===== config.mk =====
export PLATFORM = sky130hd
export DESIGN_NAME = exec_time_uart_report
export DESIGN_NICKNAME = d
export VERILOG_FILES = /design/src/rtl/eluks_report_pkg.sv /design/src/rtl/uart_tx_byte.sv /design/src/rtl/exec_time_uart_report.sv
export SDC_FILE = /design/constraint.sdc
export NUM_CORES = 1
export LEC_CHECK = 0
export ABC_AREA = 1
export BUFFER_PORTS_ARGS = -buffer_cell sky130_fd_sc_hd__buf_4
export CAP_MARGIN = 25
export CORE_ASPECT_RATIO = 0.9
export CORE_MARGIN = 2
export CORE_UTILIZATION = 58
export CTS_CLUSTER_DIAMETER = 120
export DETAILED_ROUTE_END_ITERATION = 8
export PLACE_DENSITY = 0.81
export SYNTH_ARGS = -nofsm -noshare
export SYNTH_HDL_FRONTEND = slang
export SYNTH_SLANG_ARGS = --single-unit

===== constraint.sdc =====
create_clock -name clk -period 2 [get_ports clk]
set_input_delay 0.4 -clock clk [delete_from_list [all_inputs] [get_ports clk]]
set_output_delay 0.4 -clock clk [all_outputs]
set_load 0.01 [all_outputs]

===== src/rtl/eluks_report_pkg.sv =====
// Shared definitions for the exec_time UART reporter: ASCII constants,
// character helpers and the formatter / serializer state encodings.
// Optional feature macro: ELUKS_REPORT_CRLF_EN (adds CR LF line ending).
package eluks_report_pkg;

  localparam logic [7:0] ASCII_R     = 8'h52;
  localparam logic [7:0] ASCII_E     = 8'h45;
  localparam logic [7:0] ASCII_C     = 8'h43;
  localparam logic [7:0] ASCII_QMARK = 8'h3F;
  localparam logic [7:0] ASCII_COLON = 8'h3A;
  localparam logic [7:0] ASCII_CR    = 8'h0D;
  localparam logic [7:0] ASCII_LF    = 8'h0A;

  typedef enum logic [2:0] {
    F_IDLE,
    F_PREFIX,
    F_COLON,
    F_HEX,
`ifdef ELUKS_REPORT_CRLF_EN
    F_CR,
    F_LF,
`endif
    F_FINISH
  } fmt_state_t;

  typedef enum logic [1:0] {
    S_IDLE,
    S_START,
    S_DATA,
    S_STOP
  } ser_state_t;

  // Uppercase hex digit for one nibble
  function automatic logic [7:0] nib_to_ascii(input logic [3:0] n);
    return (n < 4'd10) ? (8'h30 + {4'h0, n}) : (8'h37 + {4'h0, n});
  endfunction

  // Line prefix character selected by the task tag
  function automatic logic [7:0] tag_to_prefix(input logic [1:0] t);
    logic [7:0] c;
    case (t)
      2'd0:    c = ASCII_R;
      2'd1:    c = ASCII_E;
      2'd2:    c = ASCII_C;
      default: c = ASCII_QMARK;
    endcase
    return c;
  endfunction

endpackage


===== src/rtl/uart_tx_byte.sv =====
// 8N1 byte serializer with baud counter. A new byte may be accepted in
// the last cycle of a stop bit so characters run back-to-back.
module uart_tx_byte
  import eluks_report_pkg::*;
#(
  parameter int unsigned CLK_HZ = 100000000,
  parameter int unsigned BAUD   = 115200
) (
  input  logic       clk,
  input  logic       rst,
  input  logic       byte_valid,
  input  logic [7:0] byte_data,
  output logic       tx,
  output logic       byte_ready,
  output logic       byte_done
);

  localparam int unsigned DIV   = CLK_HZ / BAUD;
  localparam int unsigned CNT_W = (DIV > 1) ? $clog2(DIV) : 1;

  ser_state_t       r_state;
  logic [CNT_W-1:0] r_cnt;
  logic [2:0]       r_bit;
  logic [7:0]       r_shift;
  logic             r_tx;

  logic w_bit_end;
  logic w_accept;

  assign w_bit_end  = (r_cnt == CNT_W'(DIV - 1));
  assign byte_done  = (r_state == S_STOP) && w_bit_end;
  assign byte_ready = (r_state == S_IDLE) || byte_done;
  assign w_accept   = byte_valid && byte_ready;
  assign tx         = r_tx;

  // Serializer FSM: start bit, 8 data bits LSB first, stop bit, each DIV cycles
  always_ff @(posedge clk) begin
    if (rst) begin
      r_state <= S_IDLE;
      r_cnt   <= '0;
      r_bit   <= '0;
      r_shift <= '0;
      r_tx    <= 1'b1;
    end else if (w_accept) begin
      r_state <= S_START;
      r_cnt   <= '0;
      r_bit   <= '0;
      r_shift <= byte_data;
      r_tx    <= 1'b0;
    end else if (r_state != S_IDLE) begin
      if (!w_bit_end) begin
        r_cnt <= r_cnt + CNT_W'(1);
      end else begin
        r_cnt <= '0;
        case (r_state)
          S_START: begin
            r_state <= S_DATA;
            r_tx    <= r_shift[0];
          end
          S_DATA: begin
            if (r_bit == 3'd7) begin
              r_state <= S_STOP;
              r_tx    <= 1'b1;
            end else begin
              r_bit   <= r_bit + 3'd1;
              r_tx    <= r_shift[1];
              r_shift <= {1'b0, r_shift[7:1]};
            end
          end
          S_STOP: begin
            r_state <= S_IDLE;
            r_tx    <= 1'b1;
          end
          default: r_state <= S_IDLE;
        endcase
      end
    end
  end

endmodule


===== src/rtl/exec_time_uart_report.sv =====
// Captures a task's 64-bit exec_time and tag on the rising edge of its end
// flag and sends "<P>:<16 hex digits>" over UART 8N1.
// Optional feature macro: ELUKS_REPORT_CRLF_EN (appends CR LF to each line).
module exec_time_uart_report
  import eluks_report_pkg::*;
#(
  parameter int unsigned CLK_HZ = 100000000,
  parameter int unsigned BAUD   = 115200
) (
  input  logic        clk,
  input  logic        rst,
  input  logic        end_signal,
  input  logic [63:0] exec_time,
  input  logic [1:0]  tag,
  output logic        tx,
  output logic        busy,
  output logic        done
);

  fmt_state_t  r_fstate;
  logic        r_end_prev;
  logic [63:0] r_time;
  logic [1:0]  r_tag;
  logic [3:0]  r_idx;
  logic        r_busy;
  logic        r_done;

  logic        w_byte_valid;
  logic [7:0]  w_byte_data;
  logic        w_byte_ready;
  logic        w_byte_done;
  logic        w_accept;
  logic        w_trigger;

  assign w_trigger = end_signal && !r_end_prev && !r_busy;
  assign w_accept  = w_byte_valid && w_byte_ready;
  assign busy      = r_busy;
  assign done      = r_done;

  // Character offered to the serializer in each formatter state
  always_comb begin
    w_byte_valid = 1'b0;
    w_byte_data  = 8'h00;
    case (r_fstate)
      F_PREFIX: begin
        w_byte_valid = 1'b1;
        w_byte_data  = tag_to_prefix(r_tag);
      end
      F_COLON: begin
        w_byte_valid = 1'b1;
        w_byte_data  = ASCII_COLON;
      end
      F_HEX: begin
        w_byte_valid = 1'b1;
        w_byte_data  = nib_to_ascii(r_time[63:60]);
      end
`ifdef ELUKS_REPORT_CRLF_EN
      F_CR: begin
        w_byte_valid = 1'b1;
        w_byte_data  = ASCII_CR;
      end
      F_LF: begin
        w_byte_valid = 1'b1;
        w_byte_data  = ASCII_LF;
      end
`endif
      default: ;
    endcase
  end

  // Formatter FSM: capture on trigger, step one character per serializer hand-off
  always_ff @(posedge clk) begin
    if (rst) begin
      r_fstate   <= F_IDLE;
      r_end_prev <= 1'b0;
      r_time     <= '0;
      r_tag      <= '0;
      r_idx      <= '0;
      r_busy     <= 1'b0;
      r_done     <= 1'b0;
    end else begin
      r_end_prev <= end_signal;
      r_done     <= 1'b0;
      case (r_fstate)
        F_IDLE: begin
          if (w_trigger) begin
            r_time   <= exec_time;
            r_tag    <= tag;
            r_busy   <= 1'b1;
            r_fstate <= F_PREFIX;
          end
        end
        F_PREFIX: if (w_accept) r_fstate <= F_COLON;
        F_COLON: begin
          if (w_accept) begin
            r_idx    <= '0;
            r_fstate <= F_HEX;
          end
        end
        F_HEX: begin
          if (w_accept) begin
            r_time <= {r_time[59:0], 4'h0};
            r_idx  <= r_idx + 4'd1;
            if (r_idx == 4'd15) begin
`ifdef ELUKS_REPORT_CRLF_EN
              r_fstate <= F_CR;
`else
              r_fstate <= F_FINISH;
`endif
            end
          end
        end
`ifdef ELUKS_REPORT_CRLF_EN
        F_CR: if (w_accept) r_fstate <= F_LF;
        F_LF: if (w_accept) r_fstate <= F_FINISH;
`endif
        F_FINISH: begin
          if (w_byte_done) begin
            r_done   <= 1'b1;
            r_busy   <= 1'b0;
            r_fstate <= F_IDLE;
          end
        end
        default: r_fstate <= F_IDLE;
      endcase
    end
  end

  uart_tx_byte #(
    .CLK_HZ (CLK_HZ),
    .BAUD   (BAUD)
  ) u_uart_tx_byte (
    .clk        (clk),
    .rst        (rst),
    .byte_valid (w_byte_valid),
    .byte_data  (w_byte_data),
    .tx         (tx),
    .byte_ready (w_byte_ready),
    .byte_done  (w_byte_done)
  );

endmodule


==> results.py, run 1 <==
metrics = {
    "cts": {
        "cts_resized": 0,
        "clk_latency_ps": 360,
        "ctsHtreeMaxLevel": 3,
        "numCtsBuffers": 9,
        "cts_setup_buffers": 0,
        "hold_buffers": 0,
        "cts.reportedPaths.clkPinSlew_ps": 100,
        "cts_tree": "done",
        "clock_path_buffers": 2,
        "cts_sinks": 99,
        "clockRootBuffer": "clkbuf_8",
    },
    "sta": {
        "fmax_mhz": 531,
        "finClkSkew_ps": 10.0,
        "slew_violations": 0,
        "finalCriticalPeriod_ps": 1880,
        "rsz0062_at_grt": "false",
        "final.period_utilization": 0.942,
        "worst_slew_pin_slew_ps": 485,
        "final.setup.tns_ps": 0,
        "finalHoldViolCount": 0,
        "relSlewSlack": 0.676,
        "final-setup-viol-count": 0,
        "worst_slack_ps": 115,
    },
    "layout": {
        "area_delta_synth_final_pct": 17.4,
        "seqCellArea_mm2": 0.00198,
        "drive_above_1_share": 0.219,
        "antenna-diode-count": 0,
        "fin_area_mm2": 0.00601,
        "multi_input_area_mm2": 0.00276,
        "fillers": 750,
        "final_nets": 910,
    },
    "global_route": {
        "grt_usage": 0.242,
        "antenna_found_initial": 0,
        "grt_pass1_vias": 4463,
        "grt_max_degree": 65,
        "grt_pass1_wl_mm": 19.0,
        "grt_overflow": 0,
    },
    "die": {
        "io_pins": 72,
        "design.die.area_mm2": 0.00959,
        "core_area_mm2": 0.00857,
        "rows": 32,
        "die_x_um": 103,
        "die_height_um": 93.1,
        "start_util": 0.597,
    },
    "power_and_ir_drop": {
        "clockPowerShare": 0.190,
        "internal-power_mw": 4.28,
        "switching_share": 0.401,
        "seq_power_share": 0.400,
        "switchingPower_mw": 2.87,
        "power.leakage_nw": 2.89,
        "ir_worst_vdd_v": 0.000535,
        "power_frac_comb": 0.411,
        "power.density_mw_per_mm2": 1190,
    },
    "detailed_routing": {
        "wl_per_cell_um": 12.2,
        "wirelength_mm": 11.7,
        "antenna_left": 0,
        "drc": 0,
        "drtIter0Drc": 277,
        "first_pass_iters": 5,
        "wl_met3_um": 575,
        "wl_met1_mm": 5.23,
        "top_layer": "met4",
        "vias": 4899,
        "routed-wl-met2_mm": 5.71,
        "drt-vias-per-instance": 5.14,
    },
    "critical_path": {
        "reg2reg_slack_ps": 120,
        "crit_family": "simple AND/OR/NAND/NOR gates",
        "critPathArrivalTime_ps": 2150,
        "r2r_cells": 10,
        "reg2reg_to": "r_time[3]",
        "r2r_start": "u_uart_tx_byte.r_cnt[1]",
        "worstSetupStartpoint": "u_uart_tx_byte.r_cnt[1]",
        "path_class": "flip-flop to flip-flop",
        "path_cells": "ha_2 -> nand2_1 -> nor2_1 -> nand4_2 -> nand2_2 -> nand2_2 -> nand2_8 -> clkinv_16 -> a21oi_1 -> nor2_1",
        "cp.depth": 10,
        "cp_slowest_stage_delay_ps": 370,
        "crit_end": "r_time[3]",
        "required_ps": 2270,
        "cp-end-kind": "flip-flop",
        "crit_slowest_cell": "dfxtp_1",
        "critPathLaunchType": "flip-flop",
        "cp.buffers_inverters": 1,
        "crit_path_max_fanout": 32,
    },
    "place": {
        "dp_hpwl_mm": 7.45,
        "place_congestion": 0.901,
        "place_area_mm2": 0.00566,
        "portBuffers": 71,
        "pre_cts_ws_ps": 50.3,
    },
    "yosys": {
        "syn_avg_cell_area_um2": 6.65,
        "syn-num-nets": 850,
        "ys_types": 32,
        "netlist_instances": 769,
        "yosys_warnings": 0,
        "yosysSeqAreaShare": 0.387,
        "synth.cell_area_mm2": 0.00512,
        "synth_seq_cells": 99,
    },
    "outcome": {
        "status": "completed",
    },
    "min_path": {
        "hold_path.class": "input port to flip-flop",
    },
    "job": {
        "drv_cap": 0,
    },
}
## worst register-to-register path, cell delays in order, from the launching register on
cell	delay (ps)
dfxtp_1	370
ha_2	220
nand2_1	60
nor2_1	150
nand4_2	150
nand2_2	140
nand2_2	120
nand2_8	200
clkinv_16	160
a21oi_1	170
nor2_1	50
## layer usage
metal  vias up  GRT usage
li1       2517          -
met1      2230      0.308
met2       136      0.418
met3        16     0.0396
met4         0     0.0779
met5         -          0
## state kept, by name (all words and copies together) (netlist names)
register,count
r_idx,4
busy,1
r_end_prev,1
done,1
u_uart_tx_byte.r_state,2
u_uart_tx_byte.r_bit,3
u_uart_tx_byte.r_cnt,10
r_time,64
u_uart_tx_byte.tx,1
r_tag,2
u_uart_tx_byte.r_shift,7
r_fstate,3
## logic make-up after synthesis
| family | share of synthesized area |
|---|---|
| AND/OR/NAND/NOR | 0.393 |
| flip-flops | 0.387 |
| AO/OA/AOI/OAI | 0.101 |
| adder cells (fa/ha/maj) | 0.0293 |
| XOR/XNOR | 0.0103 |
| buffers and inverters | 0.0790 |
## synth_stat cells
cell type / number / area, µm²
or2_2: 4 / 25.0
inv_1: 39 / 146
nor2_1: 102 / 383
nand4_1: 3 / 18.8
a31oi_1: 1 / 6.26
ha_1: 12 / 150
buf_6: 12 / 135
nand3_1: 24 / 120
nor3_1: 5 / 25.0
and3_1: 1 / 6.26
nand4_2: 1 / 12.5
nand2_1: 263 / 987
xnor2_1: 3 / 26.3
clkbuf_1: 14 / 52.6
o21ai_0: 55 / 275
o21a_1: 1 / 7.51
a22oi_1: 1 / 7.51
xor2_1: 3 / 26.3
inv_6: 1 / 8.76
o31ai_1: 1 / 7.51
inv_2: 1 / 3.75
o22ai_1: 1 / 6.26
nand3b_1: 1 / 7.51
buf_2: 10 / 50.1
nand2_2: 5 / 31.3
buf_1: 2 / 7.51
nor4_1: 1 / 6.26
a21oi_1: 19 / 95.1
o21ai_1: 22 / 110
nor3b_1: 1 / 7.51
dfxtp_1: 99 / 1980
nor2_2: 61 / 382
## power groups by stage
| stage | Sequential (mW) | Clock, mW | Combinational [mW] |
|---|---|---|---|
| 2_1_floorplan | 2.81 | 0 | 2.22 |
| 3_3_place_gp | 2.86 | 0 | 2.55 |
| 3_5_place_dp | 2.88 | 0 | 2.62 |
| 4_1_cts | 2.84 | 1.38 | 2.65 |
| 5_1_grt | 2.91 | 1.44 | 3.33 |
| 6_report | 2.85 | 1.35 | 2.93 |
## worst min-delay path by stage
stage	cells past startpoint	startpoint	slack (ps)	to
after floorplan	2	u_uart_tx_byte.r_shift[6]	440	u_uart_tx_byte.r_shift[6]
after detailed placement	2	r_time[0]	460	r_time[0]
after CTS	3	exec_time[2]	250	r_time[2]
after global routing	3	end_signal	260	r_end_prev
after global placement	2	u_uart_tx_byte.r_shift[6]	450	u_uart_tx_byte.r_shift[6]
final	3	exec_time[3]	270	r_time[3]
## layout make-up
class                           instances  area share
Timing Repair inverter                  1     0.00187
Multi-Input combinational cell        591       0.460
Tap cell                              119      0.0248
Inverter                               41      0.0300
Clock inverter                          4     0.00791
Timing Repair Buffer                   86       0.118
Sequential cell                        99       0.330
Clock buffer                           12      0.0275
## metrics by stage
stage | utilization | std cells | power (mW) | hold WS, ps
after floorplan | - | 769 | 5.03 | 440
after global placement | 0.660 | 934 | 5.40 | 450
after detailed placement | 0.660 | 934 | 5.50 | 458
after CTS | 0.685 | 950 | 6.87 | 250
after global routing | 0.701 | 953 | 7.68 | 265
final | 0.701 | 953 | 7.14 | 269
## cells in the final DEF, fill, tap and decap left out, drive strengths merged
| master | count |
|---|---|
| a21oi | 19 |
| a22oi | 1 |
| a31oi | 1 |
| and3 | 1 |
| buf | 84 |
| bufinv | 1 |
| clkbuf | 14 |
| clkinv | 3 |
| clkinvlp | 1 |
| dfxtp | 99 |
| ha | 12 |
| inv | 41 |
| nand2 | 268 |
| nand3 | 24 |
| nand3b | 1 |
| nand4 | 4 |
| nor2 | 163 |
| nor3 | 5 |
| nor3b | 1 |
| nor4 | 1 |
| o21a | 1 |
| o21ai | 77 |
| o22ai | 1 |
| o31ai | 1 |
| or2 | 4 |
| xnor2 | 3 |
| xor2 | 3 |
Power figures use the tool's default switching activity.
==> run 2, diff against run 1 <==
--- a/config.mk
+++ b/config.mk
@@ -10,10 +10,11 @@
 export CAP_MARGIN = 25
 export CORE_ASPECT_RATIO = 0.9
 export CORE_MARGIN = 2
-export CORE_UTILIZATION = 58
+export CORE_UTILIZATION = 60
+export CTS_BUF_LIST = sky130_fd_sc_hd__clkbuf_4 sky130_fd_sc_hd__clkbuf_8
 export CTS_CLUSTER_DIAMETER = 120
 export DETAILED_ROUTE_END_ITERATION = 8
-export PLACE_DENSITY = 0.81
+export PLACE_DENSITY = 0.83
 export SYNTH_ARGS = -nofsm -noshare
 export SYNTH_HDL_FRONTEND = slang
 export SYNTH_SLANG_ARGS = --single-unit
==> run 2 against run 1 <==
Compared with the run above:
- flip-flop and latch count unchanged
- combinational power barely moved
- die area decreased by 3.2%
- non-clock buffer count decreased by 1
- critical path type unchanged
==> results.py, run 2 (synthesis results as in run 1) <==
metrics = {
    "sta": {
        "relSlewSlack": 0.577,
        "final.setup.tns_ps": 0,
        "finalCriticalPeriod_ps": 1900,
        "final-setup-viol-count": 0,
        "worst_slack_ps": 102,
        "fmax_mhz": 527,
        "finClkSkew_ps": 15.0,
        "slew_violations": 0,
        "finalHoldViolCount": 0,
        "final.period_utilization": 0.949,
        "worst_slew_pin_slew_ps": 635,
    },
    "cts": {
        "cts.reportedPaths.clkPinSlew_ps": 90,
        "cts_tree": "done",
        "clk_latency_ps": 370,
        "clock_path_buffers": 2,
        "ctsHtreeMaxLevel": 3,
        "clockRootBuffer": "clkbuf_8",
        "cts_sinks": 99,
        "numCtsBuffers": 9,
        "hold_buffers": 0,
    },
    "place": {
        "pre_cts_ws_ps": -9.83,
        "place_congestion": 0.942,
        "dp_hpwl_mm": 7.47,
        "dp.cells": 913,
        "portBuffers": 71,
    },
    "global_route": {
        "grt_pass1_wl_mm": 19.3,
        "grt_usage": 0.252,
        "grt_max_degree": 65,
        "grt_overflow": 0,
        "grt_pass1_vias": 4601,
        "antenna_found_initial": 0,
    },
    "detailed_routing": {
        "vias": 4933,
        "drt-vias-per-instance": 5.30,
        "wirelength_mm": 11.9,
        "antenna_left": 0,
        "wl_per_cell_um": 12.8,
        "first_pass_iters": 6,
        "drtIter0Drc": 347,
        "drc": 0,
    },
    "layout": {
        "largest_reg_flops": 64,
        "top_register": "r_time",
        "final_cells": 931,
        "final_common_cell": "nand2_1",
        "drive_above_1_share": 0.219,
        "most-common-layout-cells": "262 x nand2_1, 101 x nor2_1, 98 x dfxtp_1",
        "final_nets": 909,
        "area_delta_synth_final_pct": 16.4,
        "top_regs": "r_time x64, u_uart_tx_byte.r_cnt x10, u_uart_tx_byte.r_shift x7",
        "antenna-diode-count": 0,
    },
    "critical_path": {
        "cp_slowest_stage_delay_ps": 370,
        "critPathArrivalTime_ps": 2190,
        "crit_path_max_fanout": 26,
        "critPathMostFrequentCell": "nand2_2",
        "path_class": "flip-flop to flip-flop",
        "path_cells": "ha_2 -> nand2_1 -> nor2_2 -> nand4_2 -> nand2_2 -> nand2_2 -> nand2_8 -> buf_12 -> nand3_1 -> a21oi_1",
        "required_ps": 2290,
        "reg2reg_slack_ps": 100,
        "crit_slowest_cell": "dfxtp_1",
        "cp-end-kind": "flip-flop",
        "critPathLaunchType": "flip-flop",
    },
    "job": {
        "drv_cap": 0,
    },
    "min_path": {
        "hold_path.class": "input port to flip-flop",
    },
    "die": {
        "core_area_mm2": 0.00815,
        "die_x_um": 101,
        "die_height_um": 91.6,
        "rows": 31,
        "start_util": 0.628,
        "design.die.area_mm2": 0.00928,
        "io_pins": 72,
    },
    "power_and_ir_drop": {
        "power.leakage_nw": 2.87,
        "ir_worst_vdd_v": 0.000590,
        "power.density_mw_per_mm2": 1190,
    },
    "outcome": {
        "status": "completed",
    },
}
-- run 2: cell count changes in the layout (fill, tap and decap cells not counted), sizes merged --
cell    delta
clkinv     -1
clkbuf     -1
-- run 2: path summary, 6_finish.rpt --
path / start / depth (start not counted) / to
worst max register to register: u_uart_tx_byte.r_cnt[1] / 10 / r_time[1]
worst min register to register: u_uart_tx_byte.r_shift[6] / 2 / u_uart_tx_byte.r_shift[6]
worst max-delay path: u_uart_tx_byte.r_cnt[1] / 10 / r_time[1]
worst min-delay path: end_signal / 3 / r_end_prev
-- run 2: per-layer routing --
metal / GRT usage / part of all wire
met1: 0.307 / 0.45
met2: 0.446 / 0.49
met3: 0.0516 / 0.050
met4: 0.0709 / 0.011
met5: 0 / 0
-- run 2: stage by stage --
stage                     utilization  hold WS [ps]  area (µm²)  total power [mW]
after detailed placement        0.693           458        5650              5.55
final                           0.731           266        5950              7.11
after floorplan                     -           440        5120              5.03
after global placement          0.693           450        5650              5.43
after CTS                       0.720           261        5860              6.91
after global routing            0.731           273        5950              7.62
-- run 2: cell type report --
type / instances / area [µm²]
multi-input cells: 591 / 2760
fillers: 650 / 2190
flip-flops and latches: 99 / 1980
repair buffers: 85 / 684
inverters: 41 / 180
clock buffers: 12 / 165
well taps: 99 / 124
clock inverters: 3 / 46.3
repair inverters: 1 / 11.3
-- run 2: where the power goes --
| part | total (mW) | switching [mW] | internal, mW |
|---|---|---|---|
| registers | 2.85 | 0.310 | 2.54 |
| logic | 2.90 | 1.89 | 1.01 |
| clock network | 1.36 | 0.681 | 0.677 |
-- run 2: worst max-delay path: cells and delay by family, from the launching register on --
kind | cells | cell delay, ps
AO/OA/AOI/OAI | 1 | 160
adder cells (fa/ha/maj) | 1 | 220
buffers and inverters | 1 | 190
flip-flops | 1 | 370
AND/OR/NAND/NOR | 7 | 890
-- run 2: repair_timing --
item | 4_1_cts | 5_1_grt
gates resized for setup | 2 | 10
setup endpoints to repair | 2 | 81
setup buffers | 0 | 1
cloned | 0 | 2
pin swaps | 0 | 1
==> run 3, diff against run 2 <==
--- a/config.mk
+++ b/config.mk
@@ -10,11 +10,11 @@
 export CAP_MARGIN = 25
 export CORE_ASPECT_RATIO = 0.9
 export CORE_MARGIN = 2
-export CORE_UTILIZATION = 60
+export CORE_UTILIZATION = 50
 export CTS_BUF_LIST = sky130_fd_sc_hd__clkbuf_4 sky130_fd_sc_hd__clkbuf_8
 export CTS_CLUSTER_DIAMETER = 120
 export DETAILED_ROUTE_END_ITERATION = 8
-export PLACE_DENSITY = 0.83
+export PLACE_DENSITY = 0.71
 export SYNTH_ARGS = -nofsm -noshare
 export SYNTH_HDL_FRONTEND = slang
 export SYNTH_SLANG_ARGS = --single-unit
==> run 3 against run 2 <==
Compared with the run above:
- core utilization shrank 14 points
- largest cell class unchanged
- worst hold slack lost 19 ps
- final cell count grew 3.4%
- global-route usage shrank 4.1 points
- combinational power shrank 2%
- clock power is essentially flat
- non-clock buffer count grew 3
- first-iteration DRC count shrank 36%
- count of clock-buffer cells in the layout grew 1
- critical path depth grew 1
- die area grew 19%
- sequential share of layout area shrank 0.070 points
==> results.py, run 3 (synthesis results as in run 1) <==
metrics = {
    "cts": {
        "clockRootBuffer": "clkbuf_8",
        "clk_latency_ps": 370,
        "cts_tree": "done",
        "cts_setup_buffers": 0,
        "numCtsBuffers": 9,
        "ctsHtreeMaxLevel": 3,
        "cts_sinks": 99,
        "cts.reportedPaths.clkPinSlew_ps": 90,
        "hold_buffers": 0,
        "cts_resized": 0,
        "clock_path_buffers": 2,
    },
    "layout": {
        "fin_area_mm2": 0.00596,
        "top_regs": "r_time x64, u_uart_tx_byte.r_cnt x10, u_uart_tx_byte.r_shift x7",
        "post-route-util": 0.589,
        "final_cells": 963,
        "final_common_cell": "nand2_1",
        "antenna-diode-count": 0,
        "largest_reg_flops": 64,
        "drive_above_1_share": 0.218,
        "most-common-layout-cells": "262 x nand2_1, 102 x nor2_1, 99 x dfxtp_1",
        "area_delta_synth_final_pct": 16.6,
        "top_register": "r_time",
        "final_nets": 911,
    },
    "sta": {
        "final-setup-viol-count": 0,
        "rsz0062_at_grt": "false",
        "final.setup.tns_ps": 0,
        "finalCriticalPeriod_ps": 1810,
        "relSlewSlack": 0.711,
        "worst_slew_pin_slew_ps": 434,
        "final.period_utilization": 0.905,
        "slew_violations": 0,
        "finalHoldViolCount": 0,
        "fmax_mhz": 552,
        "finClkSkew_ps": 11.9,
    },
    "power_and_ir_drop": {
        "ir_worst_vdd_v": 0.000709,
        "finalPower_mw": 7.01,
        "power.leakage_nw": 2.87,
        "power.density_mw_per_mm2": 1180,
    },
    "outcome": {
        "status": "completed",
    },
    "die": {
        "design.die.area_mm2": 0.0111,
        "io_pins": 72,
        "start_util": 0.506,
        "die_x_um": 111,
        "die_height_um": 100,
        "rows": 35,
        "core_area_mm2": 0.0101,
    },
    "job": {
        "drv_cap": 0,
    },
    "detailed_routing": {
        "wl_per_cell_um": 11.9,
        "first_pass_iters": 5,
        "drtIter0Drc": 222,
        "vias": 4800,
        "wirelength_mm": 11.4,
        "drc": 0,
        "drt-vias-per-instance": 4.98,
        "antenna_left": 0,
    },
    "critical_path": {
        "cp-end-kind": "flip-flop",
        "critPathArrivalTime_ps": 2080,
        "r2r_cells": 11,
        "path_class": "flip-flop to flip-flop",
        "critPathLaunchType": "flip-flop",
        "crit_path_max_fanout": 13,
        "required_ps": 2270,
    },
    "min_path": {
        "hold_path.class": "input port to flip-flop",
        "hold_depth": 3,
    },
    "place": {
        "place_congestion": 0.852,
        "dp.cells": 948,
        "place_area_mm2": 0.00574,
        "dp_hpwl_mm": 8.06,
        "portBuffers": 71,
    },
    "global_route": {
        "antenna_found_initial": 0,
        "grt_overflow": 0,
        "grt_max_degree": 61,
        "grt_pass1_vias": 4570,
        "grt_pass1_wl_mm": 19.7,
        "grt_usage": 0.212,
    },
}
==> run 3: final timing paths <==
check / slack [ps] / end / start
max: 190 / r_time[36] / u_uart_tx_byte.r_cnt[0]
min: 250 / r_end_prev / end_signal
max reg2reg: 190 / r_time[36] / u_uart_tx_byte.r_cnt[0]
min reg2reg: 470 / u_uart_tx_byte.r_bit[2] / u_uart_tx_byte.r_bit[2]
==> run 3: routing by layer <==
layer | global-route usage | share of wire | vias to the layer above
met4 | 0.0404 | 0.0066 | 0
li1 | - | - | 2517
met3 | 0.0580 | 0.035 | 9
met2 | 0.391 | 0.48 | 72
met1 | 0.251 | 0.47 | 2202
met5 | 0 | 0 | -
==> run 3: per-stage QoR <==
step                      worst slack, ps  hold slack, ps
final                                 189             247
after global routing                 1.83             240
after CTS                             108             232
after detailed placement              126             462
after global placement                213             451
after floorplan                       333             440
==> run 3: critical path: stages, from the launching register on <==
cell	delay, ps
dfxtp_1	380
ha_2	220
nand2_1	60
nor2_1	150
nand4_2	150
nand2_2	130
nand2_2	90
nand2_4	120
inv_6	90
buf_4	190
nor2_2	90
nor2_1	50
==> run 3: cell type report <==
class / count / area [µm²]
fill: 979 / 4150
multi-input combinational: 591 / 2750
sequential: 99 / 1980
timing repair buffer: 88 / 706
clock buffer: 13 / 166
tap: 129 / 161
inverter: 41 / 159
clock inverter: 2 / 35.0
==> run 3: where the power goes <==
group / switching [mW] / internal, mW / leakage [nW]
clock: 0.665 / 0.667 / 0.106
combinational: 1.78 / 1.05 / 1.96
sequential: 0.310 / 2.54 / 0.812
